**config.mk**
```make
export PLATFORM = sky130hd
export DESIGN_NAME = urv_dm_wb_bridge
export DESIGN_NICKNAME = d
export VERILOG_FILES = /design/src/rtl/urv_dm_wb_bridge.sv
export SDC_FILE = /design/constraint.sdc
export NUM_CORES = 1
export LEC_CHECK = 0
export CORE_UTILIZATION = 38
export CTS_CLUSTER_SIZE = 25
export DETAILED_ROUTE_END_ITERATION = 8
export MAX_ROUTING_LAYER = met4
export PLACE_DENSITY = 0.91
export SLEW_MARGIN = 20
export SYNTH_ARGS = -nofsm -noshare
export SYNTH_HDL_FRONTEND = slang
export SYNTH_SLANG_ARGS = --single-unit
```
**constraint.sdc**
```tcl
create_clock -name clk_i -period 1.8 [get_ports clk_i]
set_input_delay 0.36 -clock clk_i [delete_from_list [all_inputs] [get_ports clk_i]]
set_output_delay 0.36 -clock clk_i [all_outputs]
set_load 0.05 [all_outputs]
```
**src/rtl/urv_dm_wb_bridge.sv**
```systemverilog
// urv_dm_wb_bridge: uRV data-memory port to Wishbone classic responder.
// Each load/store request pulse accepted in IDLE becomes one Wishbone
// single-beat cycle. Load data and done/error pulses go back to writeback.
// Optional build macro: URV_DM_TIMEOUT_EN adds a watchdog that aborts an
// access after TIMEOUT_CYCLES bus cycles without ack/err.
module urv_dm_wb_bridge #(
    parameter int unsigned TIMEOUT_CYCLES = 1023
) (
    input  logic        clk_i,
    input  logic        rst_i,
    input  logic [31:0] dm_addr_i,
    input  logic [31:0] dm_data_s_i,
    input  logic [3:0]  dm_data_select_i,
    input  logic        dm_load_i,
    input  logic        dm_store_i,
    output logic        dm_ready_o,
    output logic [31:0] dm_data_l_o,
    output logic        dm_load_done_o,
    output logic        dm_store_done_o,
    output logic        dm_bus_error_o,
    output logic        wb_cyc_o,
    output logic        wb_stb_o,
    output logic        wb_we_o,
    output logic [31:0] wb_adr_o,
    output logic [31:0] wb_dat_o,
    output logic [3:0]  wb_sel_o,
    input  logic [31:0] wb_dat_i,
    input  logic        wb_ack_i,
    input  logic        wb_err_i
);

    typedef enum logic [1:0] {
        IDLE  = 2'd0,
        READ  = 2'd1,
        WRITE = 2'd2
    } state_t;

    state_t state, state_next;

    logic start_load;
    logic start_store;
    logic req_conflict;
    logic end_ok;
    logic end_err;
    logic timeout_hit;
    logic bus_err_q;

    // The bus is word-addressed; byte lanes are carried by wb_sel_o instead.
    logic unused_addr_lsbs;
    assign unused_addr_lsbs = ^dm_addr_i[1:0];

    // The watchdog is a 10-bit counter, so only 1..1023 is meaningful.
    if (TIMEOUT_CYCLES < 1 || TIMEOUT_CYCLES > 1023) begin : g_bad_timeout
        $error("urv_dm_wb_bridge: TIMEOUT_CYCLES must be in 1..1023");
    end

`ifdef URV_DM_TIMEOUT_EN
    localparam logic [9:0] TO_LAST = 10'(TIMEOUT_CYCLES - 1);

    logic [9:0] to_cnt;

    // Watchdog: held at zero in IDLE, counts every bus cycle while busy.
    always_ff @(posedge clk_i) begin
        if (rst_i || state == IDLE) begin
            to_cnt <= '0;
        end else begin
            to_cnt <= to_cnt + 10'd1;
        end
    end

    assign timeout_hit = (to_cnt == TO_LAST);
`else
    assign timeout_hit = 1'b0;
`endif

    // Next-state decode: request acceptance in IDLE, termination when busy.
    always_comb begin
        // NOTE: every signal assigned here gets a default first, so no path
        // through the case leaves one unassigned and no latch is inferred.
        state_next   = state;
        start_load   = 1'b0;
        start_store  = 1'b0;
        req_conflict = 1'b0;
        end_ok       = 1'b0;
        end_err      = 1'b0;
        case (state)
            IDLE: begin
                if (dm_load_i) begin
                    // Load wins a load+store collision; the store is dropped.
                    start_load   = 1'b1;
                    req_conflict = dm_store_i;
                    state_next   = READ;
                end else if (dm_store_i) begin
                    start_store = 1'b1;
                    state_next  = WRITE;
                end
            end
            READ, WRITE: begin
                // Error outranks ack; ack outranks a simultaneous timeout.
                if (wb_err_i) begin
                    end_err    = 1'b1;
                    state_next = IDLE;
                end else if (wb_ack_i) begin
                    end_ok     = 1'b1;
                    state_next = IDLE;
                end else if (timeout_hit) begin
                    end_err    = 1'b1;
                    state_next = IDLE;
                end
            end
            default: state_next = IDLE;
        endcase
    end

    // State register plus registered bus controls, read data and pulses.
    always_ff @(posedge clk_i) begin
        // NOTE: non-blocking assignments keep every register here sampling
        // the pre-edge values, independent of statement order.
        if (rst_i) begin
            state           <= IDLE;
            wb_cyc_o        <= 1'b0;
            wb_stb_o        <= 1'b0;
            wb_we_o         <= 1'b0;
            wb_adr_o        <= '0;
            wb_dat_o        <= '0;
            wb_sel_o        <= '0;
            dm_data_l_o     <= '0;
            dm_load_done_o  <= 1'b0;
            dm_store_done_o <= 1'b0;
            bus_err_q       <= 1'b0;
        end else begin
            state           <= state_next;
            dm_load_done_o  <= 1'b0;
            dm_store_done_o <= 1'b0;
            bus_err_q       <= 1'b0;

            if (start_load || start_store) begin
                wb_adr_o <= {dm_addr_i[31:2], 2'b00};
                wb_cyc_o <= 1'b1;
                wb_stb_o <= 1'b1;
                wb_we_o  <= start_store;
                wb_sel_o <= start_store ? dm_data_select_i : 4'b1111;
            end
            if (start_store) begin
                wb_dat_o <= dm_data_s_i;
            end

            if (end_ok || end_err) begin
                wb_cyc_o <= 1'b0;
                wb_stb_o <= 1'b0;
            end
            if (end_ok && state == READ) begin
                dm_data_l_o    <= wb_dat_i;
                dm_load_done_o <= 1'b1;
            end
            if (end_ok && state == WRITE) begin
                dm_store_done_o <= 1'b1;
            end
            if (end_err) begin
                bus_err_q <= 1'b1;
            end
        end
    end

    // Ready is a pure state decode so the core's stall loop stays registered.
    assign dm_ready_o = (state == IDLE);

    // A dropped store from a collision is reported in its request cycle.
    assign dm_bus_error_o = bus_err_q | req_conflict;

endmodule

```
# Yosys cells after proc, flatten, opt, wreduce, memory -nomap -nowiden
# Cells that the tools add are included.
dict set report op_classes {
  mux 21
  n_eq_ne 4
  reduce_logical 8
  bitwise 1
}
# op count
set ops {}
lappend ops {{$mux W1} 15}
lappend ops {{$mux W2} 4}
lappend ops {{$ne A3 B3 Y1 const B} 2}
lappend ops {{$mux W4} 1}
lappend ops {{$pmux W2 S2} 1}
lappend ops {{$reduce_or A2 Y1} 2}
lappend ops {{$eq A2 B1 Y1 const B} 1}
lappend ops {{$eq A2 B2 Y1 const B} 1}
lappend ops {{$logic_and A1 B1 Y1} 2}
lappend ops {{$logic_not A2 Y1} 1}
lappend ops {{$logic_or A1 B1 Y1} 2}
lappend ops {{$reduce_and A2 Y1} 1}
lappend ops {{$or A1 B1 Y1} 1}
dict set report word_totals {
  reg_bits 105
  inputBits 106
}

# Longest topological paths before layout
dict set report depth {
  depth_word 5
  depth_mapped 8
  ltp_nobuf 5
}

# Worst setup path before layout
# OpenSTA, ideal clock, no wires.
dict set report synth_timing {
  path_type {register to output}
  startpoint {reg state[0]}
  endpoint {out dm_bus_error_o}
  path_stages_with_launch 5
  path_slack_ps 8
  path_buffers 1
  arrival_ps 1432
  path_cell_list {dfxtp_1 inv_1 ha_1 buf_4 a31o_2}
}
dict set report synth_between {
  elab_chain_len 3
}
# item line_no
set synth_lines {}
lappend synth_lines {{start, declared} 38} ;# state_t state, state_next;
lappend synth_lines {{start signal, assigned} 132} ;# state <= state_next;
lappend synth_lines {{$logic_not A2 Y1} -}
lappend synth_lines {{via dm_ready_o} 16} ;# output logic dm_ready_o,
lappend synth_lines {{$mux W1} 86} ;# case (state)
lappend synth_lines {{$or A1 B1 Y1} 169} ;# assign dm_bus_error_o = bus_err_q | req_conflict;
lappend synth_lines {{end, declared} 20} ;# output logic dm_bus_error_o,
# The timed path passes the listed nets, and every way through them passes these cells.

# Worst setup path after layout
dict set report layout_timing {
  startpoint {in dm_store_i}
  endpoint {out dm_bus_error_o}
}
dict set report layout_between {
  elab_chain_len 3
}
# item line_no
set layout_lines {}
lappend layout_lines {{start, declared} 15} ;# input logic dm_store_i,
lappend layout_lines {{$mux W1} 88} ;# if (dm_load_i) begin
lappend layout_lines {{$mux W1} 86}
lappend layout_lines {{$or A1 B1 Y1} 169}
# No other way between the ends.

==> results.md <==
- Outcome: complete, no violations
- Leakage power: 2.46 nW
- Vias in the first global route: 3694
- Combinational share of power: 25.7%
- # DRC: 0
- Sw power: 1.71 mW
- CP Capture Type: primary output
- Fin. Hold Viols: 0
- Clock Skews: 0.0139 ns
- DRT Pass-1 Iters: 4
- Clk network pwr share: 26.3%
- Clock root cell: clkbuf_8
- Netlist Area Pre-Place: 3750 um^2
- Post-route clock period utilization: 99.4%
- Placer Congestion: 0.846
- Largest net degree at the start of global routing: 42
- Final Max Slew Viols: 0
- Row cnt: 35
- Crit path max fanout: 8
- Synth Register Bits: 105
- Initial antenna violation count: 0
- Clock tree buffer depth: 2
- Synth async-reset ratio: 0%
- Inserted Diodes: 0
- Final min period: 1.79 ns
- Vias per cell: 4.77
- Min-Delay Path Class: primary input to flip-flop
- Die area: 10300 um^2
- Number of nets still failing antenna checks after routing: 0
- Tot GR Track Use: 21.4%
- Total CTS buffers: 9
- P_int: 3.51 mW
- Syn Inst Count: 463
- Top-count cell post-synth: nand2_1
- Initial Utilization: 39.9%
- Post-synth top flop: dfxtp_1
- Post-synth EDFFs: 0
- Post-DP HPWL: 8040 um
- Post-synth cell types: 28
- RSZ-0062 raised after global routing: false
- Fmax: 0.559 GHz
- Final net count: 772
- CTS clk-pin slew, worst paths: 0.11 ns
- Register area share after synthesis: 56.0%
- Mean Syn Cell Area: 8.11 um^2
- Total Power: 5.23 mW
- Die Width: 101 um
- CP required: 1.44 ns
- CTS sink count: 105
- CTS tree: built
- Core box area: 9420 um^2
- Peak VDD IR: 0.000510 V
- Crit path launch type: primary input
- Ports: 213
- PortBufs: 208
- Skew-Pair Late Insertion Delay: 0.36 ns
- Layout area overhead: 58.7%
- Setup CP Type: primary input to primary output
- PnR worst setup slack: 0.0102 ns
- Max-cap violations: 0
- CTS Hold Bufs: 0
- Endpoints failing setup: 0
- DP Worst Slack: -0.0295 ns
- Ratio of cells with drive above 1 in the final layout: 21.6%
- First-pass GRT wire length: 16800 um
- WL/cell: 13.7 um
- Power Dens Cells: 877 nW/um^2
- DR iter-0 viols: 80
- Ranking of synthesized cells by area: dfxtp_1 56%, nand2_1 19%, a21oi_1 13%
- Sequential Power Share: 48.1%
- Most frequent cells after synthesis: 188 x nand2_1, 105 x dfxtp_1, 97 x a21oi_1
- H-tree Lvls: 3
- Top cell type's share of synthesized area: 56.0%
- Chip Height: 101 um
- Global route overflow: 0
- Most area-hungry cell type in the Yosys netlist: dfxtp_1
- Synth warn: 0
- Sw Share: 32.8%
- CP arrival: 1.43 ns
- Vias: 3801
- Final wirelength: 10900 um
==> layout make-up <==
| cell class | count | area, um^2 |
|---|---|---|
| tap | 129 | 161 |
| clock inverter | 6 | 51.3 |
| fill | 781 | 3460 |
| timing repair buffer | 225 | 2060 |
| sequential | 105 | 2100 |
| multi-input combinational | 320 | 1450 |
| inverter | 2 | 7.51 |
| clock buffer | 10 | 128 |
==> cells by family after synthesis <==
group | after synthesis | synth area share (%)
and+or+nand+nor | 207 | 22.0
AOI/OAI and AO/OA | 108 | 15.0
other | 1 | 0.0999
buffers and inverters | 39 | 5.93
DFF | 105 | 56.0
adders and majority gates | 3 | 1.00
==> path summary, 6_finish.rpt <==
path,start,to,slack [ns],cells after the start
worst max-delay path,dm_store_i,dm_bus_error_o,0.01,3
worst min-delay path,rst_i,wb_adr_o[3],0.42,2
worst max register to register,state[1],state[0],0.27,5
worst min register to register,dm_data_l_o[6],dm_data_l_o[6],0.46,2
==> power by group through the flow <==
| stage | sequential, mW | clock (mW) | combinational [mW] |
|---|---|---|---|
| global placement | 2.56 | 0 | 1.30 |
| floorplan | 2.97 | 0 | 0.370 |
| global route | 2.53 | 1.51 | 1.42 |
| CTS | 2.51 | 1.42 | 1.34 |
| detailed placement | 2.57 | 0 | 1.33 |
| finish | 2.51 | 1.37 | 1.34 |
==> state kept, by name (all words and copies together), names as in the netlist <==
register         cells
wb_adr_o            30
dm_load_done_o       1
wb_dat_o            32
bus_err_q            1
wb_we_o              1
wb_stb_o             1
state                2
wb_sel_o             4
dm_data_l_o         32
dm_store_done_o      1
==> through the flow <==
stage	util, %	hold slack (ns)	setup TNS, ns	instances	instance area [um^2]
final	63.3	0.416	0	797	5960
after global routing	63.3	0.411	0	797	5960
after CTS	63.1	0.396	0	795	5940
after detailed placement	61.1	0.447	-0.184	779	5750
after global placement	61.1	0.442	0	779	5750
after floorplan	-	0.456	0	464	3760
==> placed cells by master, fill, tap and decap left out, types with 4 or more instances in the layout <==
cell             synthesis  final
clkdlybuf4s50_1          0    102
o22ai_1                  4      4
nand2_1                188    188
a21oi_1                 97     97
clkbuf_8                 0      9
nor2_1                   5      5
buf_4                   10    114
buf_12                   0      9
dfxtp_1                105    103
==> worst max-delay path: stages <==
cell and delay [ns]:
clkdlybuf4s50_1 0.58, a31o_2 0.34, buf_12 0.15
==> routing by layer <==
metal  global-route usage [%]  share of wire, %  vias to the layer above
li1                         -                 -                     1885
met1                     22.7                41                     1755
met2                     39.4                52                      141
met3                     4.21               5.5                       20
met4                     7.69               2.2                        0
met5                        -                 0                        -
==> timing repair <==
action,4_1_cts,5_1_grt
pin swaps,0,1
cloned,0,0
resized for setup,4,0
setup endpoints to repair,2,1
buffers inserted,0,2
Power figures use the tool's default switching activity.
